File: src/rtl/regfile_scoreboard_if.sv
// Register file / scoreboard bus: read ports, write port, issue and flush.
interface regfile_scoreboard_if #(
  parameter int unsigned WIDTH  = 16,
  parameter int unsigned ADDR_W = 3
);
  logic [ADDR_W-1:0] readAdd1;
  logic [ADDR_W-1:0] readAdd2;
  logic [WIDTH-1:0]  out1;
  logic [WIDTH-1:0]  out2;
  logic              busy1;
  logic              busy2;
  logic              write;
  logic [ADDR_W-1:0] writeAdd;
  logic [WIDTH-1:0]  in;
  logic              issue;
  logic [ADDR_W-1:0] issueAdd;
  logic              flush;
  logic              issueStall;
  logic [ADDR_W:0]   busyCount;

  modport master (
    output readAdd1, readAdd2, write, writeAdd, in, issue, issueAdd, flush,
    input  out1, out2, busy1, busy2, issueStall, busyCount
  );

  modport slave (
    input  readAdd1, readAdd2, write, writeAdd, in, issue, issueAdd, flush,
    output out1, out2, busy1, busy2, issueStall, busyCount
  );
endinterface

File: src/rtl/regfile_scoreboard.sv
// Two-read/one-write register file with a per-register pending-write scoreboard.
module regfile_scoreboard #(
  parameter int unsigned WIDTH    = 16,
  parameter int unsigned ADDR_W   = 3,
  parameter bit          ZERO_REG = 1'b0,
  parameter bit          BYPASS   = 1'b1
) (
  input logic                 clk,
  input logic                 reset,
  regfile_scoreboard_if.slave bus
);

  localparam int unsigned DEPTH = 2 ** ADDR_W;
  localparam int unsigned CNT_W = ADDR_W + 1;

  logic [WIDTH-1:0] mem [DEPTH];
  logic [DEPTH-1:0] busy;
  logic [DEPTH-1:0] busy_next;
  logic [CNT_W-1:0] busy_cnt;
  logic [CNT_W-1:0] cnt_next;
  logic             wr_en;
  logic             iss_acc;
  logic             stall;
  logic [WIDTH-1:0] rd1;
  logic [WIDTH-1:0] rd2;
  logic             bsy1;
  logic             bsy2;

  // Write/issue qualification; a same-cycle write to the issue target resolves the hazard when bypassing.
  always_comb begin
    wr_en   = bus.write & ~(ZERO_REG && (bus.writeAdd == '0));
    stall   = bus.issue & busy[bus.issueAdd]
            & ~(BYPASS && bus.write && (bus.writeAdd == bus.issueAdd));
    iss_acc = bus.issue & ~stall & ~bus.flush
            & ~(ZERO_REG && (bus.issueAdd == '0));
  end

  // Next busy vector: write clears, accepted issue sets (new producer wins), flush clears all.
  always_comb begin
    busy_next = busy;
    cnt_next  = '0;
    for (int i = 0; i < DEPTH; i++) begin
      if (bus.write && (bus.writeAdd == ADDR_W'(i))) busy_next[i] = 1'b0;
      if (iss_acc && (bus.issueAdd == ADDR_W'(i)))   busy_next[i] = 1'b1;
    end
    if (bus.flush) busy_next = '0;
    if (ZERO_REG) busy_next[0] = 1'b0;
    for (int i = 0; i < DEPTH; i++) begin
      cnt_next = cnt_next + CNT_W'(busy_next[i]);
    end
  end

  // Data storage; reset clears every word.
  always_ff @(posedge clk or negedge reset) begin
    if (!reset) begin
      for (int i = 0; i < DEPTH; i++) mem[i] <= '0;
    end else if (wr_en) begin
      mem[bus.writeAdd] <= bus.in;
    end
  end

  // Scoreboard state and its population count.
  always_ff @(posedge clk or negedge reset) begin
    if (!reset) begin
      busy     <= '0;
      busy_cnt <= '0;
    end else begin
      busy     <= busy_next;
      busy_cnt <= cnt_next;
    end
  end

  // Read port 1 with optional write forwarding; forwarding is suppressed while in reset.
  always_comb begin
    rd1  = mem[bus.readAdd1];
    bsy1 = busy[bus.readAdd1];
    if (BYPASS && reset && bus.write && (bus.writeAdd == bus.readAdd1)) begin
      rd1  = bus.in;
      bsy1 = 1'b0;
    end
    if (ZERO_REG && (bus.readAdd1 == '0)) begin
      rd1  = '0;
      bsy1 = 1'b0;
    end
  end

  // Read port 2, same rules as port 1.
  always_comb begin
    rd2  = mem[bus.readAdd2];
    bsy2 = busy[bus.readAdd2];
    if (BYPASS && reset && bus.write && (bus.writeAdd == bus.readAdd2)) begin
      rd2  = bus.in;
      bsy2 = 1'b0;
    end
    if (ZERO_REG && (bus.readAdd2 == '0)) begin
      rd2  = '0;
      bsy2 = 1'b0;
    end
  end

  assign bus.out1       = rd1;
  assign bus.out2       = rd2;
  assign bus.busy1      = bsy1;
  assign bus.busy2      = bsy2;
  assign bus.issueStall = stall;
  assign bus.busyCount  = busy_cnt;

endmodule
File: src/flat_wrapper.sv
// flat-port wrapper written by rule: the top's interface ports become plain ports
module regfile_scoreboard_flat 
#(
  parameter int unsigned WIDTH    = 16,
  parameter int unsigned ADDR_W   = 3,
  parameter bit          ZERO_REG = 1'b0,
  parameter bit          BYPASS   = 1'b1
)
  (clk, reset, bus_readAdd1, bus_readAdd2, bus_write, bus_writeAdd, bus_in, bus_issue, bus_issueAdd, bus_flush, bus_out1, bus_out2, bus_busy1, bus_busy2, bus_issueStall, bus_busyCount);
  regfile_scoreboard_if #(.WIDTH(WIDTH), .ADDR_W(ADDR_W)) bus_i ();
  input logic clk;
  input logic reset;
  input wire logic [$bits(bus_i.readAdd1)-1:0] bus_readAdd1;
  input wire logic [$bits(bus_i.readAdd2)-1:0] bus_readAdd2;
  input wire logic [$bits(bus_i.write)-1:0] bus_write;
  input wire logic [$bits(bus_i.writeAdd)-1:0] bus_writeAdd;
  input wire logic [$bits(bus_i.in)-1:0] bus_in;
  input wire logic [$bits(bus_i.issue)-1:0] bus_issue;
  input wire logic [$bits(bus_i.issueAdd)-1:0] bus_issueAdd;
  input wire logic [$bits(bus_i.flush)-1:0] bus_flush;
  output wire logic [$bits(bus_i.out1)-1:0] bus_out1;
  output wire logic [$bits(bus_i.out2)-1:0] bus_out2;
  output wire logic [$bits(bus_i.busy1)-1:0] bus_busy1;
  output wire logic [$bits(bus_i.busy2)-1:0] bus_busy2;
  output wire logic [$bits(bus_i.issueStall)-1:0] bus_issueStall;
  output wire logic [$bits(bus_i.busyCount)-1:0] bus_busyCount;
  assign bus_i.readAdd1 = bus_readAdd1;
  assign bus_i.readAdd2 = bus_readAdd2;
  assign bus_i.write = bus_write;
  assign bus_i.writeAdd = bus_writeAdd;
  assign bus_i.in = bus_in;
  assign bus_i.issue = bus_issue;
  assign bus_i.issueAdd = bus_issueAdd;
  assign bus_i.flush = bus_flush;
  assign bus_out1 = bus_i.out1;
  assign bus_out2 = bus_i.out2;
  assign bus_busy1 = bus_i.busy1;
  assign bus_busy2 = bus_i.busy2;
  assign bus_issueStall = bus_i.issueStall;
  assign bus_busyCount = bus_i.busyCount;
  regfile_scoreboard #(.WIDTH(WIDTH), .ADDR_W(ADDR_W), .ZERO_REG(ZERO_REG), .BYPASS(BYPASS)) u_core (.clk(clk), .reset(reset), .bus(bus_i));
endmodule
File: config.mk
export PLATFORM = sky130hd
export DESIGN_NAME = regfile_scoreboard_flat
export DESIGN_NICKNAME = d
export VERILOG_FILES = /design/src/rtl/regfile_scoreboard_if.sv /design/src/rtl/regfile_scoreboard.sv /design/src/flat_wrapper.sv
export SDC_FILE = /design/constraint.sdc
export NUM_CORES = 1
export LEC_CHECK = 0
export BUFFER_PORTS_ARGS = -buffer_cell sky130_fd_sc_hd__buf_2
export CAP_MARGIN = 20
export CORE_ASPECT_RATIO = 0.7
export CORE_UTILIZATION = 47
export CTS_CLUSTER_SIZE = 30
export DETAILED_ROUTE_END_ITERATION = 8
export PLACE_DENSITY_LB_ADDON = 0.25
export SETUP_SLACK_MARGIN = 0.05
export SKIP_LAST_GASP = 1
export SLEW_MARGIN = 5
export SYNTH_ARGS = -nofsm -noshare
export SYNTH_HDL_FRONTEND = slang
export SYNTH_SLANG_ARGS = --single-unit
File: constraint.sdc
create_clock -name clk -period 5.8 [get_ports clk]
set_clock_uncertainty 0.15 [all_clocks]
set_input_delay 0.58 -clock clk [delete_from_list [all_inputs] [get_ports clk]]
set_output_delay 0.58 -clock clk [all_outputs]
set_load 0.05 [all_outputs]
== Yosys cells after proc, flatten, opt, wreduce, memory -nomap -nowiden ==
Index checks and enable logic that the tools add are counted.
Storage, ports and cells
  register bits: 140
  bits of input ports: 33
  output and inout port bits: 39
  word-level logic and storage cells: 110
Cells by class
  add/sub/neg operators: 7
  magnitude comparators: 7
  equality and inequality tests: 17
  mux-type cells: 36
  bitwise gates (word level): 10
  reduce and logical (&&, ||, !) cells: 23
Operator list (count)
  $bwmux W128: 1
  $mux W16: 7
  $bmux W16 S3: 2
  $demux W16 S3: 1
  $add A4 B1 Y4: 6
  $eq A3 B3 Y1 const B: 8
  $logic_and A1 B1 Y1: 21
  $mux W1: 21
  $eq A3 B2 Y1 const B: 4
  $ge A4 B4 Y1 const B: 3
  $lt A3 B4 Y1 const B: 3
  $not A3 Y4: 3
  $bmux W1 S3: 3
  $eq A3 B3 Y1: 3
  $mux W8: 1
  $eq A3 B1 Y1 const B: 2
  $logic_not A3 Y1: 2
  $and A1 B1 Y1: 4
  $lt A4 B1 Y1 const B: 1
  $not A1 Y1: 3
  $add A1 B1 Y2: 1

== Longest topological paths before layout ==
  word-level depth: 17
  gate-level depth with buffers: 14
  depth with buffers taken out: 12

== Least setup slack after synthesis ==
OpenSTA, ideal clock, no wires.
  path kind: input -> register
  from: in bus_issueAdd[2]
  to: reg u_core.busy_cnt[2], in the netlist u_core.bus.busyCount[2]
  library setup time: 0.122 ns
  data arrival time: 3.897 ns
  data required time: 5.528 ns
  slack: 1.631 ns
  stages on the path: 14
  buffers on the path: 2
  path through: buf_2 -> nor2b_1 -> a221oi_2 -> and4_4 -> buf_6 -> o32ai_1 -> ha_1 -> inv_1 -> fa_1 -> fa_1 -> inv_1 -> fa_1 -> fa_1 -> xor2_1
On the way
  cells in the longest elaborated chain, start to end: 17
  elaborated cells between the ends (all ways): 42
  those cells by class: 7 x add/sub; 8 x eq/ne; 11 x mux; 6 x bitwise; 10 x reduce/logical
RTL lines
  start, declared: RTL line flat_wrapper.sv:19  | input wire logic [$bits(bus_i.issueAdd)-1:0] bus_issueAdd;
  $bmux W1 S3 or $eq A3 B3 Y1 (tied branches): RTL line regfile_scoreboard.sv:32, regfile_scoreboard.sv:33
  $mux W1 (not written as such) or $logic_and A1 B1 Y1 (tied branches): RTL line regfile_scoreboard.sv:32, regfile_scoreboard.sv:33
  $and A1 B1 Y1 or $not A1 Y1 (tied branches): RTL line regfile_scoreboard.sv:32, regfile_scoreboard.sv:33
  $and A1 B1 Y1 *: RTL line regfile_scoreboard.sv:33  | & ~(BYPASS && bus.write && (bus.writeAdd == bus.issueAdd));
  via bus_issueStall: RTL line flat_wrapper.sv:25  | output wire logic [$bits(bus_i.issueStall)-1:0] bus_issueStall;
  $not A1 Y1 *: RTL line regfile_scoreboard.sv:34  | iss_acc = bus.issue & ~stall & ~bus.flush
  $and A1 B1 Y1 * (2 in series): RTL line regfile_scoreboard.sv:34
  $logic_and A1 B1 Y1 *: RTL line regfile_scoreboard.sv:44  | if (iss_acc && (bus.issueAdd == ADDR_W'(i))) busy_next[i] = 1'b1;
  $mux W1 *: RTL line regfile_scoreboard.sv:44
  $mux W8 *: RTL line regfile_scoreboard.sv:46  | if (bus.flush) busy_next = '0;
  via u_core.busy_next[0]: RTL line regfile_scoreboard.sv:18  | logic [DEPTH-1:0] busy_next;
  $add A1 B1 Y2 *: RTL line regfile_scoreboard.sv:49  | cnt_next = cnt_next + CNT_W'(busy_next[i]);
  $add A4 B1 Y4 * (6 in series): RTL line regfile_scoreboard.sv:49
  via u_core.cnt_next[2]: RTL line regfile_scoreboard.sv:20  | logic [CNT_W-1:0] cnt_next;
  end signal, assigned: RTL line regfile_scoreboard.sv:69  | busy_cnt <= cnt_next;
  end, declared: RTL line regfile_scoreboard.sv:19  | logic [CNT_W-1:0] busy_cnt;
The timed path passes the listed nets; every way through them passes the cells marked *. The select of a mux whose other input is x is not followed.
A chain may end at the register's enable or synchronous reset.

== Final worst setup path ==
  from: reg u_core.busy[6]
  to: reg u_core.busy_cnt[2], in the netlist u_core.bus.busyCount[2]
On the way
  cells in the longest elaborated chain, start to end: 17
  elaborated cells between the ends (all ways): 32
  those cells by class: 7 x add/sub; 12 x mux; 5 x bitwise; 8 x reduce/logical
RTL lines
  start, declared: RTL line regfile_scoreboard.sv:17  | logic [DEPTH-1:0] busy;
  start signal, assigned: RTL line regfile_scoreboard.sv:68  | busy <= busy_next;
  $bmux W1 S3: RTL line regfile_scoreboard.sv:32  | stall = bus.issue & busy[bus.issueAdd]
  $mux W1 (not written as such): RTL line regfile_scoreboard.sv:32
  $and A1 B1 Y1: RTL line regfile_scoreboard.sv:32
  $and A1 B1 Y1: RTL line regfile_scoreboard.sv:33
  $not A1 Y1: RTL line regfile_scoreboard.sv:34
  $and A1 B1 Y1 (2 in series): RTL line regfile_scoreboard.sv:34
  $logic_and A1 B1 Y1: RTL line regfile_scoreboard.sv:44
  $mux W1: RTL line regfile_scoreboard.sv:44
  $mux W8: RTL line regfile_scoreboard.sv:46
  via u_core.busy_next[0]: RTL line regfile_scoreboard.sv:18
  $add A1 B1 Y2: RTL line regfile_scoreboard.sv:49
  $add A4 B1 Y4 (6 in series): RTL line regfile_scoreboard.sv:49
  via u_core.cnt_next[2]: RTL line regfile_scoreboard.sv:20
The timed path passes the listed nets, and every way through them passes these cells. The select of a mux whose other input is x is not followed.

==> metrics.md <==
| Metric | Value |
|---|---|
| Hold_buf cts | `0` |
| Initial antenna violation count | `1` |
| CP cell instances | `mux2i_1 > a221oi_2 > and4_4 > o32ai_1 > ha_1 > inv_1 > fa_1 > fa_1 > inv_1 > fa_1 > fa_1 > xor2_1` |
| Fin crit period | `3.96 ns` |
| Reg-to-reg startpoint | `u_core.busy[6]` |
| GRT Residual Overflow | `0` |
| Ys async rst share | `1.00` |
| Synth Net Count | `617` |
| Clk pin slew, worst setup/hold paths | `0.07 ns` |
| Crit-path leading delay family | `adder cells` |
| CP max stage cell | `fa_1` |
| Core ar. | `17200 um2` |
| Clock buffer depth | `2` |
| Initial DRT Pass Iterations | `5` |
| CP Launch Type | `register` |
| Pwr/cell area | `366 nW/um2` |
| Initial Utilization | `0.480` |
| Part of the cycle the worst path needs | `0.682` |
| Levels on crit path | `12` |
| Slew margin rel. | `0.364` |
| Detail-routed net length per standard cell | `22.1 um` |
| Synth Instances | `577` |
| Sequential fraction of the synthesis area | `0.425` |
| Die area | `18100 um2` |
| Critical path capture point | `u_core.bus.busyCount[2]` |
| FF-to-FF End | `u_core.bus.busyCount[2]` |
| Peak Freq | `0.253 GHz` |
| Most frequent cell after synthesis | `dfrtp_1` |
| Critical Path Max Stage Delay | `0.49 ns` |
| Post-CTS setup buffer count | `0` |
| Synthesized area | `8240 um2` |
| Placer Congestion | `0.893` |
| Worst path arrival time | `4.11 ns` |
| 1st-iter DRT viols | `308` |
| Remaining DRCs | `0` |
| Nets | `662` |
| Die H | `113 um` |
| Vias per cell | `5.89` |
| RSZ-0062 raised after global routing | `no` |
| Worst-Skew Late Latency | `0.41 ns` |
| CTS tree | `built` |
| Yosys cell types | `40` |
| Htree depth | `4` |
| Fin. max-slew vios | `0` |
| Reg2Reg Depth | `12` |
| Violated checks | `negative hold slack` |
| Rows | `40` |
| CP max FO | `13` |
| Setup CP Type | `register to register` |
| Final setup viols | `0` |
| CP bufs+invs | `2` |
| Clock tree root driver cell | `clkbuf_16` |
| Least-Margin Pin Slew | `0.952 ns` |
| Synth area leader | `dfrtp_1` |
| Max-cap violations | `0` |
| Critical Path Sink Type | `register` |
| Share of layout cells above drive strength 1 | `0.512` |
| Status | `complete, but fails checks` |
| Seq cells post-synth | `140` |
| Clock Sink Count | `140` |
| Count of boundary I/O pins | `72` |
| Buffers on Ports | `71` |
| Largest net degree at the start of global routing | `82` |
| Final ANT Viol Nets | `0` |
| Die width | `160 um` |
| Hold violation count in the final report | `3` |
| Peak supply drop | `0.000186 V` |
| Hold_ws | `-0.0183 ns` |
| Final setup TNS | `0 ns` |
| R2r setup slk | `1.84 ns` |
| Number of synthesized flops with an enable pin | `0` |
| Top cells by count, synth | `140 x dfrtp_1, 119 x mux2_2, 68 x mux4_2` |
| Synth top area share | `0.425` |
| LEAKAGE | `3.90 nW` |
| Synth warnings | `0` |
| Utilization after layout | `0.536` |
| WL final | `19100 um` |
| Via count | `5106` |
| Type of the most critical hold path | `primary input to async pin` |
| GRT Resource Usage Total | `0.228` |
| Vias in the first global route | `5378` |
| Count of cells resized by post-cts repair | `0` |
| CP startpoint | `u_core.busy[6]` |
| Main area contributors after synthesis | `dfrtp_1 43%, mux4_2 19%, mux2_2 16%` |
| Most used cell, CP | `fa_1` |
| Prevailing post-synth register cell | `dfrtp_1` |
| Final HPWL DP | `11600 um` |
| Area growth, synth to finish | `11.7%` |
| Inserted Clock Buffers | `17` |
| Worst EP required | `5.95 ns` |
| Pwr Total | `0.00336 W` |
| Mean Syn Cell Area | `14.3 um2` |
| Global-route wire length before repair | `30800 um` |
==> cells in the final DEF, fill, tap and decap left out, types with 3 or more instances in the layout <==
master	count
nand3b_1	4
o32ai_1	4
xnor2_1	3
nor2_1	4
ha_1	3
o21ai_1	5
dfrtp_1	140
buf_4	13
mux2_4	9
clkbuf_16	17
o21ai_0	31
nand2_1	41
mux2i_1	37
mux2_2	119
clkinvlp_4	3
nand4b_2	3
xor2_1	7
mux4_2	68
fa_1	4
nor2b_1	3
buf_2	70
inv_6	7
inv_1	10
nand4_1	3
==> layer usage <==
metal / GRT usage / up-vias / part of all wire / wire [um]
met5: 0 / - / 0 / 0
met4: 0.0489 / 0 / 0.0076 / 146
met3: 0.0477 / 12 / 0.052 / 996
met2: 0.366 / 127 / 0.47 / 9080
met1: 0.323 / 2696 / 0.47 / 8920
li1: - / 2271 / - / -
==> report_power, final <==
group	internal [W]	switching [W]	leakage (nW)	total [W]
Combinational	0.000450	0.000518	1.93	0.000968
Clock	0.000606	0.000465	0.273	0.00107
Sequential	0.00118	0.000145	1.70	0.00132
==> worst min-delay path by stage <==
| stage | start | endpoint | slack [ns] | depth (start not counted) |
|---|---|---|---|---|
| finish | reset | u_core.mem[49] | -0.02 | 1 |
| global route | reset | u_core.mem[49] | 0.04 | 1 |
| CTS | reset | u_core.mem[49] | 0.002 | 1 |
| detailed placement | u_core.mem[30] | u_core.mem[30] | 0.36 | 1 |
| global placement | u_core.mem[17] | u_core.mem[17] | 0.35 | 1 |
| floorplan | reset | u_core.bus.busyCount[0] | 0.13 | 0 |
==> registers in the layout (all words and copies together) (netlist names) <==
name / flops
u_core.busy: 8
u_core.bus.busyCount: 4
u_core.mem: 128
==> area by class of cell <==
type	instances	area, um2
clock inverters	14	145
diodes	1	2.50
multi-input cells	368	4310
well taps	231	289
fillers	1443	7970
repair buffers	85	487
flip-flops and latches	140	3500
clock buffers	18	429
inverters	10	37.5
==> metrics by stage <==
| step | worst slack, ns | instance area [um2] | std cells |
|---|---|---|---|
| after floorplan | 1.63 | 8240 | 577 |
| after global placement | 1.60 | 8600 | 833 |
| after detailed placement | 1.47 | 8600 | 833 |
| after CTS | 1.86 | 9170 | 865 |
| after global routing | 1.71 | 9200 | 866 |
| final | 1.84 | 9200 | 867 |
==> cell families after synthesis <==
kind of cell | count (synthesis) | synth area share
and+or+nand+nor | 71 | 0.0536
xor gates and xnor gates | 10 | 0.0106
AOI/OAI and AO/OA | 47 | 0.0339
buffers and inverters | 69 | 0.0524
muxes | 233 | 0.410
DFF | 140 | 0.425
adders and majority gates | 7 | 0.0143
No activity file was read; power rests on OpenSTA's default activity.
